<file path="src/rtl/div128by64_m.sv">
// Sequential unsigned divider: 2W-bit dividend by W-bit divisor.
// Radix-2 restoring, one quotient bit per clock, start/ready/done handshake.
module div128by64_m #(
  parameter int W = 64
) (
  input  logic           clk,
  input  logic           rst_n,
  input  logic           start,
  output logic           ready,
  input  logic [2*W-1:0] n,
  input  logic [W-1:0]   d,
  output logic [W-1:0]   q,
  output logic [W-1:0]   r,
  output logic           done,
  output logic           dbz,
  output logic           ovf
);

  localparam int CW = $clog2(W);

  localparam logic [1:0] IDLE  = 2'd0;
  localparam logic [1:0] CHECK = 2'd1;
  localparam logic [1:0] ITER  = 2'd2;
  localparam logic [1:0] DONE  = 2'd3;

  logic [1:0]    state;
  logic [W-1:0]  rem;
  logic [W-1:0]  qsh;
  logic [W-1:0]  dv;
  logic [CW-1:0] cnt;

  logic [W:0]    t;
  logic [W:0]    diff;
  logic          ge;
  logic [W-1:0]  rem_nx;
  logic [W-1:0]  qsh_nx;

  // t can reach 2^W, so compare and subtract need the extra bit
  always_comb begin
    t      = {rem, qsh[W-1]};
    diff   = t - {1'b0, dv};
    ge     = (t >= {1'b0, dv});
    rem_nx = ge ? diff[W-1:0] : t[W-1:0];
    qsh_nx = {qsh[W-2:0], ge};
  end

  assign ready = (state == IDLE);

  always_ff @(posedge clk or negedge rst_n) begin
    if (!rst_n) begin
      state <= IDLE;
      rem   <= '0;
      qsh   <= '0;
      dv    <= '0;
      cnt   <= '0;
      q     <= '0;
      r     <= '0;
      dbz   <= 1'b0;
      ovf   <= 1'b0;
      done  <= 1'b0;
    end else begin
      done <= 1'b0;
      unique case (state)
        IDLE: begin
          if (start) begin
            rem   <= n[2*W-1:W];
            qsh   <= n[W-1:0];
            dv    <= d;
            state <= CHECK;
          end
        end
        CHECK: begin
          if (dv == '0) begin
            q     <= '1;
            r     <= '0;
            dbz   <= 1'b1;
            ovf   <= 1'b0;
            done  <= 1'b1;
            state <= DONE;
          end else if (rem >= dv) begin
            q     <= '1;
            r     <= '0;
            dbz   <= 1'b0;
            ovf   <= 1'b1;
            done  <= 1'b1;
            state <= DONE;
          end else begin
            cnt   <= CW'(W - 1);
            dbz   <= 1'b0;
            ovf   <= 1'b0;
            state <= ITER;
          end
        end
        ITER: begin
          rem <= rem_nx;
          qsh <= qsh_nx;
          if (cnt == '0) begin
            // results land on the final step so they are valid with done
            q     <= qsh_nx;
            r     <= rem_nx;
            done  <= 1'b1;
            state <= DONE;
          end else begin
            cnt <= cnt - 1'b1;
          end
        end
        DONE: begin
          state <= IDLE;
        end
        default: begin
          state <= IDLE;
        end
      endcase
    end
  end

endmodule

</file>
<file path="config.mk">
export PLATFORM = sky130hd
export DESIGN_NAME = div128by64_m
export DESIGN_NICKNAME = d
export VERILOG_FILES = /design/src/rtl/div128by64_m.sv
export SDC_FILE = /design/constraint.sdc
export NUM_CORES = 1
export LEC_CHECK = 0
export ABC_AREA = 1
export CAP_MARGIN = 30
export CORE_MARGIN = 3
export CORE_UTILIZATION = 60
export DETAILED_ROUTE_END_ITERATION = 10
export GPL_TIMING_DRIVEN = 0
export PLACE_DENSITY_LB_ADDON = 0.1
export SYNTH_ARGS = -nofsm -noshare
export SYNTH_HDL_FRONTEND = slang
export SYNTH_SLANG_ARGS = --single-unit
</file>
<file path="constraint.sdc">
create_clock -name clk -period 5.6 [get_ports clk]
set_input_delay 1.4 -clock clk [delete_from_list [all_inputs] [get_ports clk]]
set_output_delay 1.4 -clock clk [all_outputs]
set_load 0.02 [all_outputs]
</file>
### Word level (Yosys, flattened, before mapping)

Cells that the tools add are included.

* output and inout bits: 132
* input port bits: 195
* register bits: 331

* equality and inequality tests: 9
* reduce and logical (&&, ||, !) cells: 10
* $add $sub $neg: 2
* muxes and demuxes: 28
* $lt $le $gt $ge: 2

Operator list (count)
* 64-bit two-way mux: 9
* 64-bit one-hot mux with 2 select lines: 4
* 65-bit by 64-bit greater-or-equal comparator with 1-bit output: 1
* 64-bit greater-or-equal comparator: 1
* 64-bit logical NOT: 1
* 64-bit subtractor: 1
* 6-bit two-way mux: 3
* 6-bit one-hot mux with 2 select lines: 1
* 2-bit inequality test, second input constant: 5
* 2-bit one-hot mux with 4 select lines: 1
* 1-bit two-way mux: 7
* 6-bit logical NOT: 1
* 2-bit AND reduction: 3
* 6-bit by 1-bit subtractor with 6-bit output, second input constant: 1
* 2-bit equality test, second input constant: 2
* 2-bit two-way mux: 2
* 4-bit AND reduction: 1
* 2-bit nonzero test: 2
* 3-bit inequality test, second input constant: 1
* 3-bit AND reduction: 1
* 2-bit by 1-bit equality test with 1-bit output, second input constant: 1
* 2-bit logical NOT: 1
* 1-bit one-hot mux with 2 select lines: 1

### Depth between registers and ports, before layout

Gate-level depths: netlist (run 1).

* word-level depth: 4
* gate-level depth with buffers: 21
* gate-level depth less buffers: 19

### Worst setup path after synthesis (run 1)

No wires, ideal clock.

* kind: input-to-reg
* start: in start
* end: reg dv[23]
* setup time: 0.133 ns
* setup slack: 3.076 ns
* stages: 5
* buffers on the path: 3
* arrival time: 2.392 ns
* data required time: 5.467 ns
* path through: nand2_1 clkbuf_1 clkbuf_1 clkbuf_1 a21oi_1

* cells in the longest elaborated chain, start to end: 1

Ends and longest elaborated chain
* from (decl): line 8 `input logic start,`
* 2-bit AND reduction (no source line)
* to (signal assigned): line 54 `dv <= '0;`
* to (signal assigned): line 68 `dv <= d;`
* to (decl): line 29 `logic [W-1:0] dv;`

Every way passes these cells.
A chain may end at the register's enable or synchronous reset.

### Final worst setup path (run 1)

* start: reg dv[1]
* end: reg q[18]

* cells in the longest elaborated chain, start to end: 3

Ends and longest elaborated chain
* 64-bit greater-or-equal comparator / 64-bit logical NOT (equally long branches): line 80, 73
* 3-bit inequality test (no source line) / 64-bit two-way mux (equally long branches)
* 3-bit AND reduction (no source line) / 64-bit one-hot mux with 2 select lines (equally long branches)
* to (signal assigned): line 99 `q <= qsh_nx;`
* to (decl): line 12 `output logic [W-1:0] q,`

Parallel ways exist; a longest one is shown, timed or not.

==> results of run 1 <==
==> synth_stat cells (2+ instances only) <==
| master | instances | area share [%] |
|---|---|---|
| a21oi_1 | 212 | 4.6 |
| nor4_1 | 14 | 0.38 |
| o21ai_0 | 98 | 2.1 |
| buf_1 | 11 | 0.18 |
| or2_2 | 46 | 1.3 |
| nand4_1 | 21 | 0.57 |
| o211ai_1 | 68 | 2.2 |
| clkbuf_1 | 67 | 1.1 |
| buf_4 | 8 | 0.26 |
| nand2_2 | 11 | 0.30 |
| dfrtp_1 | 331 | 36 |
| nand2_1 | 1319 | 22 |
| nor2_2 | 17 | 0.46 |
| buf_12 | 6 | 0.52 |
| nand3_2 | 54 | 2.4 |
| clkinv_1 | 2 | 0.033 |
| nand3b_1 | 8 | 0.26 |
| nor3b_1 | 3 | 0.098 |
| o22ai_1 | 2 | 0.055 |
| nor3_1 | 18 | 0.39 |
| xnor2_1 | 8 | 0.31 |
| buf_2 | 19 | 0.41 |
| xor2_1 | 25 | 0.95 |
| nor2_4 | 2 | 0.098 |
| nand3_1 | 150 | 3.3 |
| inv_1 | 549 | 9.0 |
| ha_1 | 132 | 7.2 |
| nor2_1 | 197 | 3.2 |
| inv_2 | 7 | 0.11 |
==> registers in the layout, indices dropped and copies added (netlist names) <==
signal	count
dv	64
q	64
qsh	64
r	64
rem	64
cnt	6
state	2
dbz	1
done	1
ovf	1
==> logic make-up after synthesis <==
kind of cell               Yosys count  share of synthesized area, %
AOI/OAI and AO/OA                  382                          9.10
xor gates and xnor gates            33                          1.26
adders and majority gates          133                          7.29
buffers and inverters              670                          11.7
DFF                                331                          36.1
muxes                                1                        0.0491
and+or+nand+nor                   1865                          34.5
==> cell type report <==
class                      count  area share (%)
clock inverter                15           0.764
multi-input combinational   2414            42.6
tap                          504            2.24
clock buffer                  48            3.50
timing repair buffer         331            12.0
inverter                     558            7.44
buffer                       112            2.07
antenna                        4          0.0356
sequential                   331            29.4
==> cells in the final DEF, fill, tap and decap left out, drive strengths merged, types with 2 or more instances in the layout <==
| cell type | count |
|---|---|
| o21ai | 98 |
| nor3 | 18 |
| inv | 560 |
| nand4 | 21 |
| nor2 | 217 |
| clkbuf | 115 |
| o211ai | 68 |
| diode | 4 |
| dfrtp | 331 |
| o22ai | 2 |
| clkinv | 8 |
| xor2 | 25 |
| nand3b | 8 |
| or2 | 46 |
| nor3b | 3 |
| nor4 | 15 |
| clkdlybuf4s50 | 325 |
| ha | 132 |
| buf | 51 |
| nand2 | 1331 |
| xnor2 | 8 |
| nand3 | 204 |
| bufinv | 4 |
| a21oi | 212 |
==> final timing paths <==
check                      startpoint  slack, ns    end  cells past startpoint
min in group asynchronous       rst_n       0.87  q[11]                      1
hold reg to reg                 r[49]       0.48  r[49]                      2
max in group asynchronous       rst_n       3.27    dbz                      3
setup reg to reg                dv[1]       1.70  q[18]                     19
hold / removal                  r[49]       0.48  r[49]                      2
setup / recovery                dv[1]       1.70  q[18]                     19
==> stage by stage <==
step	std cells	utilization [%]	hold WS [ns]	setup TNS, ns
2_1_floorplan	3415	-	0.449	0
3_3_place_gp	4245	72.3	0.460	-3484.51
3_5_place_dp	4250	72.6	0.464	0
4_1_cts	4313	75.8	0.481	0
5_1_grt	4316	75.8	0.511	0
6_report	4317	75.8	0.482	0
==> tightest hold or removal path, cell delays in order (launching register included) <==
cell	delay (ns)
dfrtp_1	0.34
nand2_1	0.05
nand2_1	0.05
==> metal layers <==
metal	GRT usage, %	up-vias	routed length [um]
li1	-	11300	-
met5	0	-	27
met2	72.3	1840	41300
met4	28.9	4	7410
met1	54.0	11700	33700
met3	11.2	525	10600
==> flow_metrics.tcl, run 1 <==
set metrics [dict create \
    hpwl_mm 68.0 \
    place.gp.congestion 1.02 \
    drtIter0Drc 3146 \
    ys_types 39 \
    cp-start-kind "register" \
    grt_max_degree 122 \
    area_growth_syn_to_layout_pct 22.7 \
    worstMarginPinSlew_ns 0.957 \
    cts_tree "built" \
    layout_min_cycle_time_ns 3.90 \
    fillers 2559 \
    die_w_um 202 \
    setup_violations 0 \
    synthFlopType "dfrtp_1" \
    rows 70 \
    syn_area_um2 22900 \
    route.detailed.drc 0 \
    postPlaceCellArea_um2 26900 \
    cts-buffers-inserted 35 \
    status "finished, final reports clean" \
    layout.nets 4111 \
    cts_buffer_depth 3 \
    dieArea_um2 40600 \
    cp.required_ns 6.07 \
    place_ws_ns 1.60 \
    grt_pass1_wl_mm 142 \
    crit_family "simple AND/OR/NAND/NOR gates" \
    worstSetupPathType "reg -> reg" \
    routed_wl_mm 92.9 \
    crit_buf_inv 4 \
    cp_max_fo 13 \
    cp_common_cell "nand2_1" \
    synth_enable_flop_cells 0 \
    fp.dieH_um 202 \
    ys_ff_latch 331 \
    rsz0062_at_grt "no" \
    ctsHoldBuffers 0 \
    wire_per_inst_um 21.5 \
    grt_antenna_before_repair 4 \
    cts.htree.levels 2 \
    cts_num_sinks 331 \
    cts-root-buf "clkbuf_16" \
    finalHoldViolCount 0 \
    avgViaCountPerCell 5.89 \
    seqCellArea_um2 8280 \
    path_clk_slew_ns 0.06 \
    setup_ws_ns 1.70 \
    insertion_delay_ns 0.58 \
    drtPass1Iterations 8 \
    endpoint_kind "register" \
    grt_use_total_pct 44.9 \
    layout-drive-gt1-share_pct 6.22 \
    avgSynthCellArea_um2 6.72 \
    crit_chain "inv_1, ha_1, inv_1, nor2_1, o21ai_0, nand2_1, nand2_1, nand3_1, nand2_1, nand2_1, nand2_1, nand2_1, nand2_1, nand3_1, nand2_1, buf_2, clkbuf_1, nand2_1, nand2_1" \
    crit_slowest_cell "buf_2" \
    min_period_over_period_pct 69.6 \
    overflow 0 \
    vias 25400 \
    final_area_um2 28200 \
    slew_viol_final 0 \
    min_path_type "reg -> reg" \
    io_buffers 326 \
    synth_warnings 0 \
    ios 327 \
    core_region_area_um2 37100 \
    start_util_pct 61.8 \
    fmax_mhz 257 \
    antenna_left 0 \
    syn-num-nets 3743 \
    cts_resized 0 \
    cp.arrival_ns 4.37 \
    cap_violations 0 \
    yosysSeqAreaShare_pct 36.1 \
    async_flop_share_pct 100 \
    multi_input_area_um2 12000 \
    syn-instance-count 3415 \
    slew_headroom_pct 36.2 \
    fin_skew_ns 0.0372 \
    grt_pass1_vias 25600 \
    max_stage_delay_ns 0.61 \
    cts_setup_buffers 0 \
]
Power of run 1 is not shown: default switching activity piles up to over one toggle a cycle in this logic, so the estimate is an artifact.
==> run 2: changes to the inputs <==
--- a/config.mk
+++ b/config.mk
@@ -8,7 +8,7 @@
 export ABC_AREA = 1
 export CAP_MARGIN = 30
 export CORE_MARGIN = 3
-export CORE_UTILIZATION = 60
+export CORE_UTILIZATION = 56
 export DETAILED_ROUTE_END_ITERATION = 10
 export GPL_TIMING_DRIVEN = 0
 export PLACE_DENSITY_LB_ADDON = 0.1
==> constraint.sdc (replaced) <==
create_clock -name clk -period 4.06 [get_ports clk]
set_input_delay 1.015 -clock clk [delete_from_list [all_inputs] [get_ports clk]]
set_output_delay 1.015 -clock clk [all_outputs]
set_load 0.02 [all_outputs]
==> run 2 against run 1 <==
Sequential cell count unchanged. Fmax up 4.5%. Wire length down 5.6%. Sequential share of layout area about the same.
==> flow_metrics.tcl, run 2 (same netlist as run 1, synthesis figures left out) <==
set metrics [dict create \
    status "finished, final reports clean" \
    path_clk_slew_ns 0.06 \
    layout_min_cycle_time_ns 3.73 \
    endpoint_kind "register" \
    cts_buffer_depth 3 \
    cp_common_cell "nand2_1" \
    cap_violations 0 \
    grt_use_total_pct 39.4 \
    layout_commonest_cell "nand2_1" \
    rsz0062_at_grt "no" \
    rr_worst_depth 19 \
    min_period_over_period_pct 91.9 \
    grt_max_degree 103 \
    postPlaceCellArea_um2 27000 \
    slew_viol_final 0 \
    fp.dieH_um 208 \
    finalHoldViolCount 0 \
    post-route-util_pct 70.1 \
    cts_setup_buffers 0 \
    cts_tree "built" \
    cts_num_sinks 331 \
    cts_resized 0 \
    peakVddDrop_mv 0.623 \
    met3_usage_pct 7.78 \
    core_region_area_um2 40100 \
    p_leak_nw 15.2 \
    crit_chain "inv_1, ha_1, inv_1, nor2_1, o21ai_0, nand2_1, nand2_1, nand3_1, nand2_1, nand2_1, nand2_1, nand2_1, nand2_1, nand3_1, nand2_1, buf_2, clkbuf_1, nand2_1, nand2_1" \
    cp_max_fo 10 \
    grt_pass1_wl_mm 134 \
    layout-drive-gt1-share_pct 6.19 \
    drtIter0Drc 2912 \
    wire_per_inst_um 20.2 \
    antenna_left 0 \
    ctsHoldBuffers 0 \
    insertion_delay_ns 0.56 \
    vias 24400 \
    cp-start-kind "register" \
    hpwl_mm 69.3 \
    rr_startpoint "dv[1]" \
    cp.required_ns 4.55 \
    rows 73 \
    start_util_pct 57.2 \
    fin_skew_ns 0.0260 \
    overflow 0 \
    cp-endpoint "q[45]" \
    route.detailed.drc 0 \
    max_stage_delay_ns 0.56 \
    area_growth_syn_to_layout_pct 22.6 \
    final_cell_mix "nand2_1 (1,319), inv_1 (549), dfrtp_1 (331), clkdlybuf4s50_1 (325), a21oi_1 (212)" \
    slew_headroom_pct 36.2 \
    crit_start "dv[1]" \
    io_buffers 326 \
    place.gp.congestion 0.972 \
    grt_pass1_vias 24000 \
    setup_violations 0 \
    final_area_um2 28100 \
    layout.nets 4113 \
    fmax_mhz 268 \
    power.density_nw_per_um2 1050 \
    worstSetupPathType "reg -> reg" \
    avgViaCountPerCell 5.62 \
    ios 327 \
    cts-buffers-inserted 36 \
    die_w_um 208 \
    grt_antenna_before_repair 1 \
    dieArea_um2 43400 \
    cts-root-buf "clkbuf_16" \
    crit_slowest_cell "buf_2" \
    met2_usage_pct 64.8 \
    r2r-end "q[45]" \
    r2r_slack_ns 0.33 \
    busiest_layer "met2" \
    drtPass1Iterations 6 \
    cp.arrival_ns 4.22 \
    worstMarginPinSlew_ns 0.948 \
    total_power_mw 29.6 \
    fillers 3175 \
    use_met1_pct 49.6 \
    routed_wl_mm 87.7 \
    cts.htree.levels 2 \
    min_path_type "in -> async" \
]
## run 2: worst min-delay path by stage
stage / slack, ns / cells past startpoint / end
2_1_floorplan: 0.45 / 2 / cnt[0]
4_1_cts: 0.36 / 1 / q[14]
6_report: 0.36 / 1 / q[14]
3_5_place_dp: 0.46 / 2 / r[16]
5_1_grt: 0.38 / 1 / q[14]
3_3_place_gp: 0.46 / 2 / q[22]
## run 2: area by class of cell
cell class	count	area, um2	area share [%]
Tap cell	525	657	2.34
Clock inverter	10	75.1	0.267
Timing Repair Buffer	332	3400	12.1
Antenna cell	1	2.50	0.00890
Buffer	112	583	2.07
Inverter	558	2090	7.45
Sequential cell	331	8280	29.5
Multi-Input combinational cell	2414	12000	42.6
Clock buffer	53	1040	3.72
## run 2: where the power goes
| part | leakage [nW] | internal, mW | switching, mW |
|---|---|---|---|
| Combinational | 10.7 | 6.63 | 13.8 |
| Clock | 0.551 | 1.79 | 1.41 |
| Sequential | 3.93 | 4.89 | 1.09 |
| Total | 15.2 | 13.3 | 16.3 |
## run 2: stage by stage
step,TNS [ns],hold slack [ns],instances,setup slack (ns)
finish,0,0.356,4336,0.328
global route,0,0.378,4335,0.120
CTS,0,0.363,4335,0.404
detailed placement,0,0.464,4272,0.396
global placement,-3898.10,0.461,4266,-11.81
floorplan,0,0.449,3415,1.84
## run 2: per-layer routing
metal / vias up / share of wire [%] / wire (um)
li1: 11400 / - / -
met1: 11400 / 39 / 34000
met2: 1329 / 46 / 40400
met3: 287 / 9.4 / 8230
met4: 2 / 5.8 / 5110
met5: - / 0.017 / 15
## run 2: worst max-delay path, delay by kind of cell, from the launching register on
kind	cells	cell delay (ns)
adders and majority gates	1	0.27
buffers and inverters	4	1.21
AOI/OAI and AO/OA	1	0.19
DFF	1	0.36
and+or+nand+nor	13	1.63
(Power assumes the default switching activity.)
